File: src/rtl/fetch_realigner.sv
// fetch_realigner - splits 32-bit fetch blocks into up to two RVC/RVI instructions per cycle,
// stitching a 32-bit instruction that straddles two blocks via a one-halfword holding register.
module fetch_realigner #(
   parameter int unsigned VLEN  = 64,
   parameter int unsigned NSLOT = 2
) (
   input  logic                  clk_i,
   input  logic                  rst_ni,
   input  logic                  flush_i,
   input  logic                  valid_i,
   input  logic [VLEN-1:0]       address_i,
   input  logic [31:0]           data_i,
   input  logic                  ready_i,
   output logic                  ready_o,
   output logic [NSLOT-1:0]      valid_o,
   output logic [NSLOT*VLEN-1:0] addr_o,
   output logic [NSLOT*32-1:0]   instr_o,
   output logic [NSLOT-1:0]      is_compressed_o,
   output logic                  serving_unaligned_o
);

   logic            unaligned_q, unaligned_d;
   logic [15:0]     held_q, held_d;
   logic [VLEN-1:0] held_addr_q, held_addr_d;

   logic [15:0]     hw0, hw1;
   logic            hw0_rvc, hw1_rvc;
   logic [VLEN-1:0] upper_addr;

   assign hw0        = data_i[15:0];
   assign hw1        = data_i[31:16];
   assign hw0_rvc    = (hw0[1:0] != 2'b11);
   assign hw1_rvc    = (hw1[1:0] != 2'b11);
   assign upper_addr = {address_i[VLEN-1:2], 2'b10};
   assign ready_o    = ready_i;

   always_comb begin
      valid_o             = '0;
      addr_o              = '0;
      instr_o             = '0;
      is_compressed_o     = '0;
      serving_unaligned_o = 1'b0;
      unaligned_d         = unaligned_q;
      held_d              = held_q;
      held_addr_d         = held_addr_q;

      if (valid_i) begin
         unaligned_d = 1'b0;
         if (unaligned_q) begin
            // low half of this block completes the held upper half of the previous one
            valid_o[0]          = 1'b1;
            instr_o[31:0]       = {hw0, held_q};
            addr_o[VLEN-1:0]    = held_addr_q;
            serving_unaligned_o = 1'b1;
            if (hw1_rvc) begin
               valid_o[1]              = 1'b1;
               instr_o[63:32]          = {16'b0, hw1};
               addr_o[2*VLEN-1:VLEN]   = upper_addr;
               is_compressed_o[1]      = 1'b1;
            end else begin
               unaligned_d = 1'b1;
               held_d      = hw1;
               held_addr_d = upper_addr;
            end
         end else if (!address_i[1]) begin
            valid_o[0]       = 1'b1;
            addr_o[VLEN-1:0] = address_i;
            if (hw0_rvc) begin
               instr_o[31:0]      = {16'b0, hw0};
               is_compressed_o[0] = 1'b1;
               if (hw1_rvc) begin
                  valid_o[1]            = 1'b1;
                  instr_o[63:32]        = {16'b0, hw1};
                  addr_o[2*VLEN-1:VLEN] = address_i + VLEN'(2);
                  is_compressed_o[1]    = 1'b1;
               end else begin
                  unaligned_d = 1'b1;
                  held_d      = hw1;
                  held_addr_d = address_i + VLEN'(2);
               end
            end else begin
               instr_o[31:0] = data_i;
            end
         end else begin
            // fetch entered mid-block: only the upper halfword belongs to the stream
            if (hw1_rvc) begin
               valid_o[0]         = 1'b1;
               instr_o[31:0]      = {16'b0, hw1};
               addr_o[VLEN-1:0]   = address_i;
               is_compressed_o[0] = 1'b1;
            end else begin
               unaligned_d = 1'b1;
               held_d      = hw1;
               held_addr_d = address_i;
            end
         end
      end
   end

   always_ff @(posedge clk_i or negedge rst_ni) begin
      if (!rst_ni) begin
         unaligned_q <= 1'b0;
         held_q      <= '0;
         held_addr_q <= '0;
      end else if (flush_i) begin
         unaligned_q <= 1'b0;
      end else if (valid_i && ready_i) begin
         unaligned_q <= unaligned_d;
         held_q      <= held_d;
         held_addr_q <= held_addr_d;
      end
   end

   a_no_offset_while_stitching: assert property (@(posedge clk_i) disable iff (!rst_ni)
      !(valid_i && unaligned_q && address_i[1]));

endmodule

File: config.mk
export PLATFORM = sky130hd
export DESIGN_NAME = fetch_realigner
export DESIGN_NICKNAME = d
export VERILOG_FILES = /design/src/rtl/fetch_realigner.sv
export SDC_FILE = /design/constraint.sdc
export NUM_CORES = 1
export LEC_CHECK = 0
export ABC_CLOCK_PERIOD_IN_PS = 2940
export BUFFER_PORTS_ARGS = -buffer_cell sky130_fd_sc_hd__buf_2
export CORE_MARGIN = 1.5
export CORE_UTILIZATION = 30
export CTS_BUF_LIST = sky130_fd_sc_hd__clkbuf_8
export CTS_CLUSTER_DIAMETER = 100
export DETAILED_ROUTE_END_ITERATION = 10
export PLACE_DENSITY = 0.62
export REMOVE_ABC_BUFFERS = 1
export SYNTH_ARGS = -nofsm -noshare
export SYNTH_HDL_FRONTEND = slang
export SYNTH_SLANG_ARGS = --single-unit
File: constraint.sdc
create_clock -name clk_i -period 2.94 [get_ports clk_i]
set_clock_uncertainty 0.1 [all_clocks]
set_input_delay 0.588 -clock clk_i [delete_from_list [all_inputs] [get_ports clk_i]]
set_output_delay 0.588 -clock clk_i [all_outputs]
set_load 0.01 [all_outputs]
After elaboration in Yosys (flattened, before gate mapping)
Index checks and enable logic that the tools add are counted.
{ "totals": {"regBits": 81, "wordCells": 61, "inputBits": 101, "out_inout_bits": 198} }
{ "classes": {"n_eq_ne": 2, "n_mux": 46, "add_sub_neg": 1, "n_reduce_logical": 7, "bitwise_logic": 2} }
{ "op_table": {"columns": ["cell", "n"], "rows": [
  ["$mux W64", 14],
  ["$mux W128", 2],
  ["$mux W32", 4],
  ["$mux W16", 5],
  ["$add A64 B2 Y64 const B", 1],
  ["$mux W1", 17],
  ["$mux W2", 4],
  ["$reduce_and A5 Y1", 1],
  ["$ne A2 B2 Y1 const B", 2],
  ["$reduce_and A4 Y1", 1],
  ["$reduce_bool A2 Y1", 2],
  ["$reduce_bool A3 Y1", 1],
  ["$not A1 Y1", 2],
  ["$reduce_and A2 Y1", 1],
  ["$logic_and A1 B1 Y1", 1]
]} }

Depth between registers and ports, before layout
{ "depth": {"word_depth": 8, "mapped_depth": 8, "depth_no_buf": 6} }

Worst setup path before layout
Ideal clock, no wire load.
{ "synth_path": {"path_type": "in2out", "startpoint": "input address_i[43]", "endpoint": "output addr_o[115]", "setup_slack_ps": -121, "path_buffers": 2, "cell_stages": 7, "required_time_ps": 2252, "arrival_ps": 2373, "cell_sequence": "buf_2 -> nand3_2 -> or3_1 -> buf_2 -> or4_1 -> or4_1 -> a21oi_1"} }
{ "synth_via": {"elab_chain_len": 6} }
{ "synth_rtl": {"columns": ["element", "line", "source"], "rows": [
  ["start, declared", "11", "input logic [VLEN-1:0] address_i,"],
  ["$add A64 B2 Y64", "74", "addr_o[2*VLEN-1:VLEN] = address_i + VLEN'(2);"],
  ["$mux W64", "71", "if (hw1_rvc) begin"],
  ["$mux W64", "68", "if (hw0_rvc) begin"],
  ["$mux W64", "65", "end else if (!address_i[1]) begin"],
  ["$mux W128", "49", "if (unaligned_q) begin"],
  ["$mux W128", "47", "if (valid_i) begin"],
  ["end, declared", "16", "output logic [NSLOT*VLEN-1:0] addr_o,"]
]} }
No other way between the ends.

Worst setup path after layout
{ "layout_path": {"startpoint": "input address_i[23]", "endpoint": "output addr_o[111]"} }
Same word-level chain as after synthesis.

==> results.rst <==
.. list-table::
   :header-rows: 1

   * - Metric
     - Value
   * - Internal
     - 2412 µW
   * - Proportion of synthesized flip-flops having asynchronous set or reset
     - 1.000
   * - Maximum capacitance violations
     - 0
   * - Number of buffers inserted by port buffering
     - 282
   * - Synth cell count leaders
     - nand2_1 (190), a22o_1 (97), dfrtp_1 (81), clkbuf_1 (58), and3_1 (42)
   * - Compound-Gate Fraction of Synth Area
     - 0.2490
   * - XOR/XNOR Fraction of Synth Area
     - 0.02830
   * - Share of synthesized cell area in and, or, nand and nor gates
     - 0.3390
   * - Most area-consuming cells after synthesis
     - dfrtp_1 (30%), a22o_1 (12%), nand2_1 (10%), and3_1 (3.9%), clkbuf_1 (3.2%)
   * - GRT Util Overall
     - 0.2601
   * - Total Die Area
     - 23610 µm²
   * - Via count of the routed design
     - 8704
   * - Antenna cells
     - 0
   * - Leakage dissipation
     - 0.005514 µW
   * - First drt pass iteration count
     - 5
   * - Yosys synthesis warning count
     - 0
   * - Share of final-layout standard cells stronger than drive strength 1
     - 0.4603
   * - Part of the total power dissipated in combinational logic
     - 0.326
   * - Drc violations
     - 0
   * - Worst Setup Start Kind
     - input pin
   * - Maximum net fanout on the critical path
     - 5
   * - Worst EP arrival
     - 2.41 ns
   * - Starting Density
     - 0.3091
   * - Number of vias per cell after detailed routing
     - 5.474
   * - Yosys top cell area share
     - 0.2977
   * - Final number of max-transition violations
     - 0
   * - Slew at the pin with the worst max-slew slack
     - 0.6614 ns
   * - Wire length of the first global-routing pass
     - 48110 µm
   * - Achievable clock frequency
     - 323.3 MHz
   * - Cell with the biggest individual delay on the critical path
     - or4_4
   * - Min Tclk post-route
     - 3.094 ns
   * - Sequential share of the synthesized area
     - 0.2977
   * - Worst slack on hold paths
     - 0.1175 ns
   * - Detailed Place HPWL
     - 22710 µm
   * - NetSw
     - 1244 µW
   * - Site row count
     - 54
   * - Initial antenna violation count
     - 0
   * - Worst-path clk slew
     - 0.09 ns
   * - Hold buffer count at cts
     - 0
   * - Pin count of the biggest net entering global routing
     - 76
   * - RSZ-0062 raised after global routing
     - true
   * - Max_slew headroom
     - 0.5590
   * - Main synth FF type
     - dfrtp_1
   * - Final number of setup-violating endpoints
     - 16
   * - Post-DRT Antenna Nets
     - 0
   * - Worst reg2reg startpoint
     - unaligned_q
   * - Switching fraction of total power
     - 0.3403
   * - Root cell of the clock tree
     - clkbuf_8
   * - Via count of the first global-routing pass
     - 8376
   * - Sink count of the clock tree
     - 81
   * - Share of synthesized cell area in full adder, half adder and majority cells
     - 0.003675
   * - Gr ovfl total
     - 0
   * - Clock Power Share
     - 0.269
   * - Core region area
     - 22030 µm²
   * - Total wire length after detailed routing
     - 31520 µm
   * - Fraction of the cycle the final worst path needs
     - 1.052
   * - Cell area after layout
     - 10810 µm²
   * - Maximum single-stage delay on the critical path
     - 0.43 ns
   * - Crit. End Element
     - primary output
   * - Share of total power in sequential cells
     - 0.405
   * - Worst skew pair latency
     - 0.37 ns
   * - Run status
     - finished, violations left
   * - RePlAce Congestion
     - 0.8837
   * - Biggest area consumer among synthesized cells
     - dfrtp_1
   * - Num CTS Buffers
     - 9
   * - Final Net Count
     - 1408
   * - Mean routed wirelength per cell
     - 19.82 µm
   * - Failing checks
     - negative setup slack
   * - Setup WS post-layout
     - -0.1535 ns
   * - Kind of path behind the tightest hold check
     - in2async
   * - Data required time at the worst endpoint
     - 2.25 ns
   * - Summed negative setup slack over all endpoints
     - -0.9606 ns
   * - Main combinational cell family by area after synthesis
     - simple AND/OR/NAND/NOR gates
   * - Number of enable flip-flop cells after synthesis
     - 0
   * - TritonCTS clock tree
     - done
   * - Peak VDD IR
     - 213.6 µV
   * - Multiplexer area fraction after synthesis
     - 0.009188
   * - Synth Register Bits
     - 81
   * - Final number of hold-violating endpoints
     - 0
   * - Dominant cell by count in the synthesized netlist
     - nand2_1
   * - Instance area at placement
     - 9612 µm²
   * - Clock H-tree levels
     - 3
   * - Initial detailed-routing violation count
     - 606
   * - Chip Width
     - 153.7 µm
   * - Cell area after synthesis
     - 6809 µm²
   * - Synth unique cells
     - 64
   * - Core occupancy in the finished layout
     - 0.4910
   * - Start point of the critical path
     - address_i[23]
   * - I/O Pins
     - 299
   * - Number of instances in the synthesized netlist
     - 887
   * - Die height
     - 153.7 µm
   * - Type of the worst setup path
     - in2out
   * - Series of cell instances along the critical path
     - buf_8, nand4_4, buf_6, nor4_4, buf_4, nand4_1, or4_4, a21oi_2, buf_2
   * - PD cells
     - 338.1 nW/µm²
   * - Max clock buf depth
     - 2
   * - Average instance area after synthesis
     - 7.676 µm²
   * - Area growth from synthesis to layout
     - 58.82%
-- cell type report --
| type | instances | area [µm²] |
|---|---|---|
| clock buffer | 11 | 151.4 |
| clock inverter | 5 | 77.57 |
| fill | 2208 | 11210 |
| inverter | 11 | 41.29 |
| multi-input combinational | 715 | 4820 |
| sequential | 81 | 2028 |
| tap | 280 | 350.3 |
| timing repair buffer | 487 | 3346 |
-- final timing paths --
check / endpoint / slack [ns] / cells after the start
setup / recovery: addr_o[111] / -0.15 / 9
hold / removal: held_addr_q[26] / 0.12 / 1
setup reg to reg: held_addr_q[53] / 0.37 / 8
hold reg to reg: held_q[0] / 0.37 / 1
max in group asynchronous: held_addr_q[42] / 1.97 / 2
min in group clk_i: held_addr_q[32] / 0.31 / 3
-- per-stage QoR --
| stage | power, µW | worst slack [ns] | std cells |
|---|---|---|---|
| 3_5_place_dp | 2599 | -0.5266 | 1540 |
| 4_1_cts | 3655 | -0.09522 | 1573 |
| 5_1_grt | 3871 | -0.2386 | 1590 |
| 6_report | 3656 | -0.1535 | 1590 |
| 3_3_place_gp | 2567 | -0.4028 | 1540 |
| 2_1_floorplan | 1997 | -1.915 | 806 |
-- worst max-delay path, delay by kind of cell --
| kind | cells | cell delay (ns) |
|---|---|---|
| buffers and inverters | 4 | 0.57 |
| AOI/OAI and AO/OA | 1 | 0.16 |
| and+or+nand+nor | 4 | 1.08 |
-- flip-flops by register name, summed over array words and instances (netlist names) --
name	flops
held_addr_q	64
held_q	16
unaligned_q	1
-- power by group through the flow --
stage | sequential [µW] | clock [µW] | combinational, µW
floorplan | 1470 | 0 | 524
global route | 1510 | 1060 | 1300
detailed placement | 1500 | 0 | 1090
finish | 1480 | 983 | 1190
CTS | 1480 | 1010 | 1160
global placement | 1490 | 0 | 1080
-- cells in the final DEF, fill, tap and decap left out, types with 7 or more instances in the layout --
master / netlist / final
and3_1: 42 / 40
buf_6: 1 / 28
buf_12: 0 / 9
buf_4: 18 / 190
or4_4: 0 / 18
xnor2_1: 17 / 16
nand2_2: 1 / 7
clkbuf_8: 0 / 11
nor3_1: 18 / 13
o21ai_0: 36 / 36
and2_1: 10 / 9
a31oi_1: 20 / 19
nand3_1: 17 / 11
inv_1: 9 / 9
nor4_1: 13 / 9
a21oi_2: 0 / 14
nand2_1: 190 / 184
nand4_1: 20 / 20
or4_1: 29 / 12
nor2_1: 40 / 37
buf_2: 11 / 249
conb_1: 1 / 16
o31ai_1: 13 / 11
a21oi_1: 32 / 17
a211o_1: 7 / 7
buf_8: 0 / 10
or3_1: 13 / 9
dfrtp_1: 81 / 80
a22o_1: 97 / 97
-- cells by family after synthesis --
kind of cell,after synthesis
simple gates,437
compound gates,231
buf+inv,107
flops,81
xor+xnor,22
mux,6
fa+ha+maj,2
other cells,1
-- routing by layer --
layer,wire [µm],GRT usage
met1,13760,0.3459
met2,14920,0.4296
met3,2014,0.03579
met4,825,0.09570
met5,0,0
-- timing repair --
action                                 CTS  global route
pin swaps                               33            27
gates resized for setup                102            64
endpoints found under the hold margin    0             0
cloned                                   2             0
setup endpoints to repair               92            41
buffers inserted                        15            19
Power figures use the tool's default switching activity.
